File: config.mk
export PLATFORM = sky130hd
export DESIGN_NAME = reg_file16
export DESIGN_NICKNAME = d
export VERILOG_FILES = /design/src/rtl/cpu16_pkg.sv /design/src/rtl/reg_scoreboard.sv /design/src/rtl/reg_file16.sv
export SDC_FILE = /design/constraint.sdc
export NUM_CORES = 1
export LEC_CHECK = 0
export BUFFER_PORTS_ARGS = -buffer_cell sky130_fd_sc_hd__buf_2
export CORE_MARGIN = 5
export CORE_UTILIZATION = 51
export DETAILED_ROUTE_END_ITERATION = 12
export PLACE_DENSITY = 0.68
export SYNTH_ARGS = -nofsm -noshare
export SYNTH_HDL_FRONTEND = slang
export SYNTH_HIERARCHICAL = 1
export SYNTH_SLANG_ARGS = --single-unit
File: constraint.sdc
create_clock -name inClk -period 3.5 [get_ports inClk]
set_input_delay 0.7 -clock inClk [delete_from_list [all_inputs] [get_ports inClk]]
set_output_delay 0.7 -clock inClk [all_outputs]
set_load 0.02 [all_outputs]
File: src/rtl/cpu16_pkg.sv
// Shared widths and types for the 16-bit register file slice.
package cpu16_pkg;
  localparam int DATA_W   = 16;
  localparam int ADDR_W   = 3;
  localparam int NUM_REGS = 8;

  typedef logic [DATA_W-1:0] word_t;
  typedef logic [ADDR_W-1:0] reg_addr_t;
endpackage

File: src/rtl/reg_scoreboard.sv
// Pending-bit scoreboard: tracks outstanding writes and blocks dependent issue.
// Build option REGFILE_BYPASS_EN lets a same-cycle write-back hide its pending bit.
module reg_scoreboard
  import cpu16_pkg::*;
(
  input  logic                inClk,
  input  logic                inClrN,
  input  reg_addr_t           inRdAddrA,
  input  reg_addr_t           inRdAddrB,
  input  logic                inWrEn,
  input  reg_addr_t           inWrAddr,
  input  logic                inIssueEn,
  input  reg_addr_t           inIssueAddr,
  output logic                outStall,
  output logic [NUM_REGS-1:0] outPendMask
);

  logic [NUM_REGS-1:0] pend;
  logic [NUM_REGS-1:0] pendNext;
  logic [NUM_REGS-1:0] effPend;

  always_comb begin
    effPend = pend;
`ifdef REGFILE_BYPASS_EN
    if (inWrEn) effPend[inWrAddr] = 1'b0;
`endif
  end

  assign outStall = inIssueEn &
                    (effPend[inRdAddrA] | effPend[inRdAddrB] | effPend[inIssueAddr]);

  // Issue is applied after the write-back clear so a new issue keeps ownership of the bit.
  always_comb begin
    pendNext = pend;
    if (inWrEn) pendNext[inWrAddr] = 1'b0;
    if (inIssueEn && !outStall) pendNext[inIssueAddr] = 1'b1;
    pendNext[0] = 1'b0;
  end

  always_ff @(posedge inClk) begin
    if (!inClrN) pend <= '0;
    else         pend <= pendNext;
  end

  assign outPendMask = pend;

endmodule

File: src/rtl/reg_file16.sv
// Eight-entry 16-bit register file with two read ports, one write-back port and issue scoreboard.
// Build option REGFILE_BYPASS_EN forwards same-cycle write-back data to the read ports.
module reg_file16
  import cpu16_pkg::*;
(
  input  logic                inClk,
  input  logic                inClrN,
  input  reg_addr_t           inRdAddrA,
  input  reg_addr_t           inRdAddrB,
  output word_t               outRdDataA,
  output word_t               outRdDataB,
  input  logic                inWrEn,
  input  reg_addr_t           inWrAddr,
  input  word_t               inWrData,
  input  logic                inIssueEn,
  input  reg_addr_t           inIssueAddr,
  output logic                outStall,
  output logic [NUM_REGS-1:0] outPendMask
);

  word_t regs [NUM_REGS];
  logic  wrLive;

  assign wrLive = inWrEn && (inWrAddr != '0);

  always_ff @(posedge inClk) begin
    if (!inClrN) begin
      for (int i = 0; i < NUM_REGS; i++) regs[i] <= '0;
    end else if (wrLive) begin
      regs[inWrAddr] <= inWrData;
    end
  end

  always_comb begin
    outRdDataA = (inRdAddrA == '0) ? '0 : regs[inRdAddrA];
    outRdDataB = (inRdAddrB == '0) ? '0 : regs[inRdAddrB];
`ifdef REGFILE_BYPASS_EN
    if (wrLive && (inWrAddr == inRdAddrA)) outRdDataA = inWrData;
    if (wrLive && (inWrAddr == inRdAddrB)) outRdDataB = inWrData;
`endif
  end

  reg_scoreboard uScoreboard (
    .inClk       (inClk),
    .inClrN      (inClrN),
    .inRdAddrA   (inRdAddrA),
    .inRdAddrB   (inRdAddrB),
    .inWrEn      (inWrEn),
    .inWrAddr    (inWrAddr),
    .inIssueEn   (inIssueEn),
    .inIssueAddr (inIssueAddr),
    .outStall    (outStall),
    .outPendMask (outPendMask)
  );

endmodule
==> results of run 1 <==
-- layout by cell type (no fill, tap or decap), types with 7 or more instances in the layout --
cell type and instances:
and2_1 114, edfxtp_1 112, buf_2 71, mux2i_1 52, a221oi_2 33, buf_4 29, mux2_4 28, nor2b_1 18
clkbuf_16 17, a211oi_1 16, a221oi_1 14, a311oi_2 10, nand2b_1 8, o21ai_1 7, nand2_1 7, dfxtp_1 7
-- final cells by class --
| class | instances | area, um^2 | share of cell area |
|---|---|---|---|
| Clock inverter | 7 | 56.30 | 0.006935 |
| Multi-Input combinational cell | 362 | 3266 | 0.4022 |
| Sequential cell | 119 | 3503 | 0.4315 |
| Inverter | 2 | 7.507 | 0.0009246 |
| Tap cell | 180 | 225.2 | 0.02774 |
| Clock buffer | 23 | 447.9 | 0.05517 |
| Timing Repair Buffer | 102 | 613.1 | 0.07551 |
-- sequential cells by signal, indices dropped and copies added (netlist names) --
signal / cells
regs: 112
uScoreboard/outPendMask: 7
-- kinds of logic after synthesis --
logic type / share of synthesized area
buffers and inverters: 0.05256
AND/OR/NAND/NOR: 0.1487
other: 0.0005251
flip-flops: 0.4905
multiplexers: 0.1475
AO/OA/AOI/OAI: 0.1601
-- critical path: cells and delay by family --
kind / cells / cell delay, ns
mux: 1 / 0.33
buf+inv: 3 / 0.68
compound gates: 2 / 0.44
-- power by group through the flow --
stage / Combinational (uW) / Clock (uW) / Sequential [uW]
2_1_floorplan: 403 / 0 / 1710
3_3_place_gp: 567 / 0 / 1720
3_5_place_dp: 575 / 0 / 1730
4_1_cts: 580 / 1530 / 1700
5_1_grt: 614 / 1600 / 1710
6_report: 576 / 1520 / 1700
-- per-stage QoR --
step / hold WS, ns / power (uW) / area, um^2
global route: 0.5950 / 3918 / 8119
floorplan: 0.5979 / 2116 / 7142
finish: 0.5718 / 3797 / 8119
global placement: 0.5669 / 2287 / 7615
CTS: 0.5691 / 3813 / 8119
detailed placement: 0.5621 / 2301 / 7615
-- worst max path at each step --
stage	start	end	slack, ns	depth (start not counted)
after floorplan	inClrN	regs[1][0]	0.88	3
after global placement	inRdAddrB[1]	outRdDataB[13]	0.64	6
after detailed placement	inRdAddrB[1]	outRdDataB[14]	0.61	6
after CTS	inRdAddrB[1]	outRdDataB[14]	0.60	6
after global routing	inRdAddrB[0]	outStall	0.49	7
final	inRdAddrB[1]	outRdDataB[4]	0.58	6
-- layer usage --
metal / global-route usage / wire, um
met3: 0.04691 / 978
met5: 0 / 0
met2: 0.4042 / 9342
met1: 0.2902 / 7875
met4: 0.06180 / 289
==> flow_summary.ini, run 1 <==
[placement]
dp_hpwl_mm = 12.21
port_buffers = 71
gp_congestion = 0.7741
place_inst = 765
dpl_worst_slack_ns = 0.6099

[power_and_ir_drop]
pwr-share-clk = 0.400
seqPwrFrac = 0.448
vdd_drop_max_mv = 0.3127
p_leak_uw = 0.003122
switchingPower_uw = 963.1
switching_share = 0.2537
cell_internal_pwr_uw = 2834
comb_power_share = 0.152
cellPowerDensity_mw_per_mm2 = 467.6

[clocking]
post-cts-setup-buffers = 0
cts_sinks = 119
htreeDepth = 4
cts_buffer_depth = 2
clock_latency_ns = 0.40
cts-resized-gates = 0
tritoncts = yes
cts_root_buf = clkbuf_16
path_clk_slew_ns = 0.05
cts_buffers = 17
cts_hold_buf = 0

[sta]
clock_skew_ns = 0.0009560
post-route-min-period_ns = 2.919
setup_viol_count_final = 0
worstMarginPinSlew_ns = 0.9222
setup-tns-final_ns = 0
period_share = 0.8339
fmax_ghz = 0.3426
rsz0062_at_grt = false
drv_slew = 0
worst_slack_ns = 0.5813
final-hold-violation-count = 0
slew_headroom = 0.3845

[die]
dieArea_mm2 = 0.01647
die_h_um = 128.3
die_w_um = 128.3
ios = 73
start_util = 0.5165
core_mm2 = 0.01383
num_rows = 43

[synthesis]
synth_most_common_cell = and2_1
ys_seq_area_frac = 0.4905
synthArstFlopShare = 0
synth_area_leaders = edfxtp_1 47%, and2_1 10%, mux2i_1 7.3%
ys_warn_count = 6
synth_edf_count = 112
yosys-top-cells-count = 114 x and2_1, 112 x edfxtp_1, 52 x mux2i_1, 33 x a221oi_2, 28 x mux2_4
synthesis.nets = 558
synth_top_area_cell = edfxtp_1
synth_cell_types = 48
synth.avg_cell_area_um2 = 13.58
syn_area_mm2 = 0.007142
synthesis.instances = 526
ys_ff_latch = 119
synth_flop_cell = edfxtp_1
yosysTopAreaCellShare = 0.4709

[critical_path]
crit_path_end_kind = primary output
worst_r2r_endpoint = uScoreboard/outPendMask[6]
crit_top_cell = buf_2
critPathLaunchType = primary input
reg2regPathDepth = 4
crit_fanout = 59
crit-reg2reg-launch = uScoreboard/outPendMask[5]
cp_data_required_time_ns = 2.80
reg2reg_slack_ns = 1.88
critical_path_class = primary input to primary output
max_stage_delay_ns = 0.34
critPathSlowestCell = a221oi_1
path_cells = buf_2 > buf_12 > mux2_4 > a221oi_1 > a311oi_1 > buf_2
critPathArrivalTime_ns = 2.22

[global_route]
grt_pass1_wl_mm = 28.55
grt_pass1_vias = 5041
overflow = 0
antenna_found_initial = 0
grt_start_max_net_pins = 60
grt_usage = 0.2303

[finish]
fin_util = 0.5872
finalNonFillerCells = 795
nets = 636
drive_gt1_frac = 0.3512
fillerInstances = 1133
diodes = 0
area_growth_pct = 13.68

[detailed_routing]
drt_wl_total_mm = 18.48
ant_nets = 0
drtPass1Iterations = 5
vias = 4766
drc_errors = 0
first_iter_violations = 291
wl_per_cell_um = 23.25
viasPerCell = 5.995

[worst_hold_path]
min_to = uScoreboard/outPendMask[3]
worstHoldStart = uScoreboard/outPendMask[3]
min_path_cells = 2
min_path_type = register to register

[outcome]
run_status = complete, no violations

[flow_run]
cap_viol_max_count = 0
Note: power is estimated with default switching activity, not from simulation.
==> run 2, diff against run 1 <==
ABC_AREA = 1   (was not set)
PLACE_DENSITY = 0.7   (was 0.68)
clock period = 2.5 ns   (was 3.5 ns; I/O delays follow)
==> flow_summary.ini, run 2 <==
[placement]
gp_congestion = 0.8829
port_buffers = 71
dp_hpwl_mm = 15.37
place_inst = 1360

[finish]
finalNonFillerCells = 1391
final_cell_mix = 348 x nand2_1, 169 x inv_1, 146 x nor2_1
nets = 1195
diodes = 0
top_register = regs
drive_gt1_frac = 0.1387
fillerInstances = 1480
layout_commonest_cell = nand2_1
area_growth_pct = 17.02
largest_reg_flops = 128
multi_input_area_mm2 = 0.003216
seq_area_mm2 = 0.003984

[critical_path]
critPathSlowestCell = buf_12
crit_family = buffers and inverters
max_stage_delay_ns = 0.31
crit-reg2reg-launch = uScoreboard/outPendMask[2]
crit_path_end_kind = primary output
critical_path_class = primary input to primary output
cp_data_required_time_ns = 2.00
critPathLaunchType = primary input
critPathArrivalTime_ns = 1.81
worstPathBufferInverterCount = 4
crit_fanout = 66
crit_start = inRdAddrA[0]
path_cells = buf_2 > buf_12 > nor2_1 > nand2_1 > buf_4 > nand2_1 > nor2_1 > buf_2

[clocking]
cts-resized-gates = 0
cts_hold_buf = 0
path_clk_slew_ns = 0.06
post-cts-setup-buffers = 0
cts_buffers = 17
cts_sinks = 135
clock_latency_ns = 0.42
cts_buffer_depth = 2
tritoncts = yes
htreeDepth = 4
cts_root_buf = clkbuf_16

[detailed_routing]
viasPerCell = 5.224
drtPass1Iterations = 6
wl_per_cell_um = 16.21
first_iter_violations = 584
drt_wl_total_mm = 22.55
vias = 7267
drc_errors = 0
ant_nets = 0

[sta]
slew_headroom = 0.5076
period_share = 0.9255
fin_hold_ws_ns = 0.4132
post-route-min-period_ns = 2.314
fmax_ghz = 0.4322
setup-tns-final_ns = 0
drv_slew = 0
setup_viol_count_final = 0
clock_skew_ns = 0.0004947
rsz0062_at_grt = false
final-hold-violation-count = 0
worstMarginPinSlew_ns = 0.7378

[die]
num_rows = 46
start_util = 0.5147
die_h_um = 136.2
ios = 73
dieArea_mm2 = 0.01854
core_mm2 = 0.01577
die_w_um = 136.2

[power_and_ir_drop]
vdd_drop_max_mv = 0.6437
p_leak_uw = 0.004713
cellPowerDensity_mw_per_mm2 = 664.5

[flow_run]
cap_viol_max_count = 0

[global_route]
overflow = 0
grt_usage = 0.2566
grt_start_max_net_pins = 67
grt_pass1_wl_mm = 36.14
antenna_found_initial = 0
grt_pass1_vias = 7038

[worst_hold_path]
worstHoldStart = inIssueEn
min_path_type = primary input to register

[synthesis]
synth_cell_types = 29
synth_area_leaders = edfxtp_1 47%, nand2_1 16%, inv_1 7.8%
synth_most_common_cell = nand2_1
ys_ff_latch = 135
synth.avg_cell_area_um2 = 7.522
synthesis.instances = 1079
yosys-top-cells-count = 348 x nand2_1, 169 x inv_1, 146 x nor2_1, 128 x edfxtp_1, 113 x nand3_1
yosysTopAreaCellShare = 0.4736
synth_edf_count = 128
synth_flop_cell = edfxtp_1
ys_warn_count = 6
synthArstFlopShare = 0
synth_top_area_cell = edfxtp_1
ys_seq_area_frac = 0.4908
syn_area_mm2 = 0.008117

[outcome]
run_status = complete, no violations
## run 2: changes by cell type after synthesis, sizes merged, moves of 17 or more
cell / before / now
a221oi: 47 / 0
and2: 114 / 0
clkbuf: 6 / 23
inv: 2 / 172
mux2: 34 / 0
mux2i: 52 / 0
nand2: 7 / 357
nand3: 3 / 114
nor2: 7 / 159
nor2b: 21 / 0
o211ai: 6 / 52
## run 2: cells by family after synthesis
kind of cell,Yosys count,synth area share
compound gates,71,0.06058
buf+inv,233,0.1199
simple gates,638,0.3277
other cells,2,0.0009253
flops,135,0.4908
## run 2: cell type report
| class | instances | area share |
|---|---|---|
| timing repair buffer | 110 | 0.08036 |
| multi-input combinational | 726 | 0.3386 |
| inverter | 173 | 0.06837 |
| clock inverter | 12 | 0.01923 |
| tap | 216 | 0.02845 |
| sequential | 135 | 0.4194 |
| clock buffer | 19 | 0.04558 |
## run 2: power breakdown
group,internal (uW),total (uW),switching (uW)
Sequential,2620,2670,55.2
Clock,1740,2660,919
Combinational,307,975,669
Total,4670,6310,1640
## run 2: routing by layer
metal	wire length (um)	GRT usage	vias up
met1	9296	0.3242	3360
met2	10990	0.4334	297
met4	687	0.09630	0
met3	1580	0.05440	55
met5	0	0	-
li1	-	-	3555
## run 2: final timing paths
check,slack [ns],cells past startpoint,end
max,0.19,8,outRdDataA[10]
min,0.41,3,uScoreboard/outPendMask[3]
max reg2reg,1.21,9,uScoreboard/outPendMask[1]
min reg2reg,0.52,2,uScoreboard/outPendMask[4]
## run 2: metrics by stage
step / instance area, um^2 / util / worst slack, ns / total power, uW
final: 9498 / 0.6023 / 0.1862 / 6312
after global routing: 9498 / 0.6023 / 0.1288 / 6563
after CTS: 9498 / 0.6023 / 0.2255 / 6341
after detailed placement: 8882 / 0.5632 / 0.2322 / 3688
after global placement: 8882 / 0.5632 / 0.2520 / 3668
after floorplan: 8173 / - / 0.4996 / 3336
## run 2: worst register-to-register path, stage by stage (launching register included)
cell and delay (ns):
dfxtp_1 0.35, inv_1 0.09, nand2_1 0.05, nand3_1 0.08, nand3_1 0.07, nand2_1 0.08
nand2_1 0.09, nor2_4 0.17, nand3_1 0.11, a21oi_1 0.14
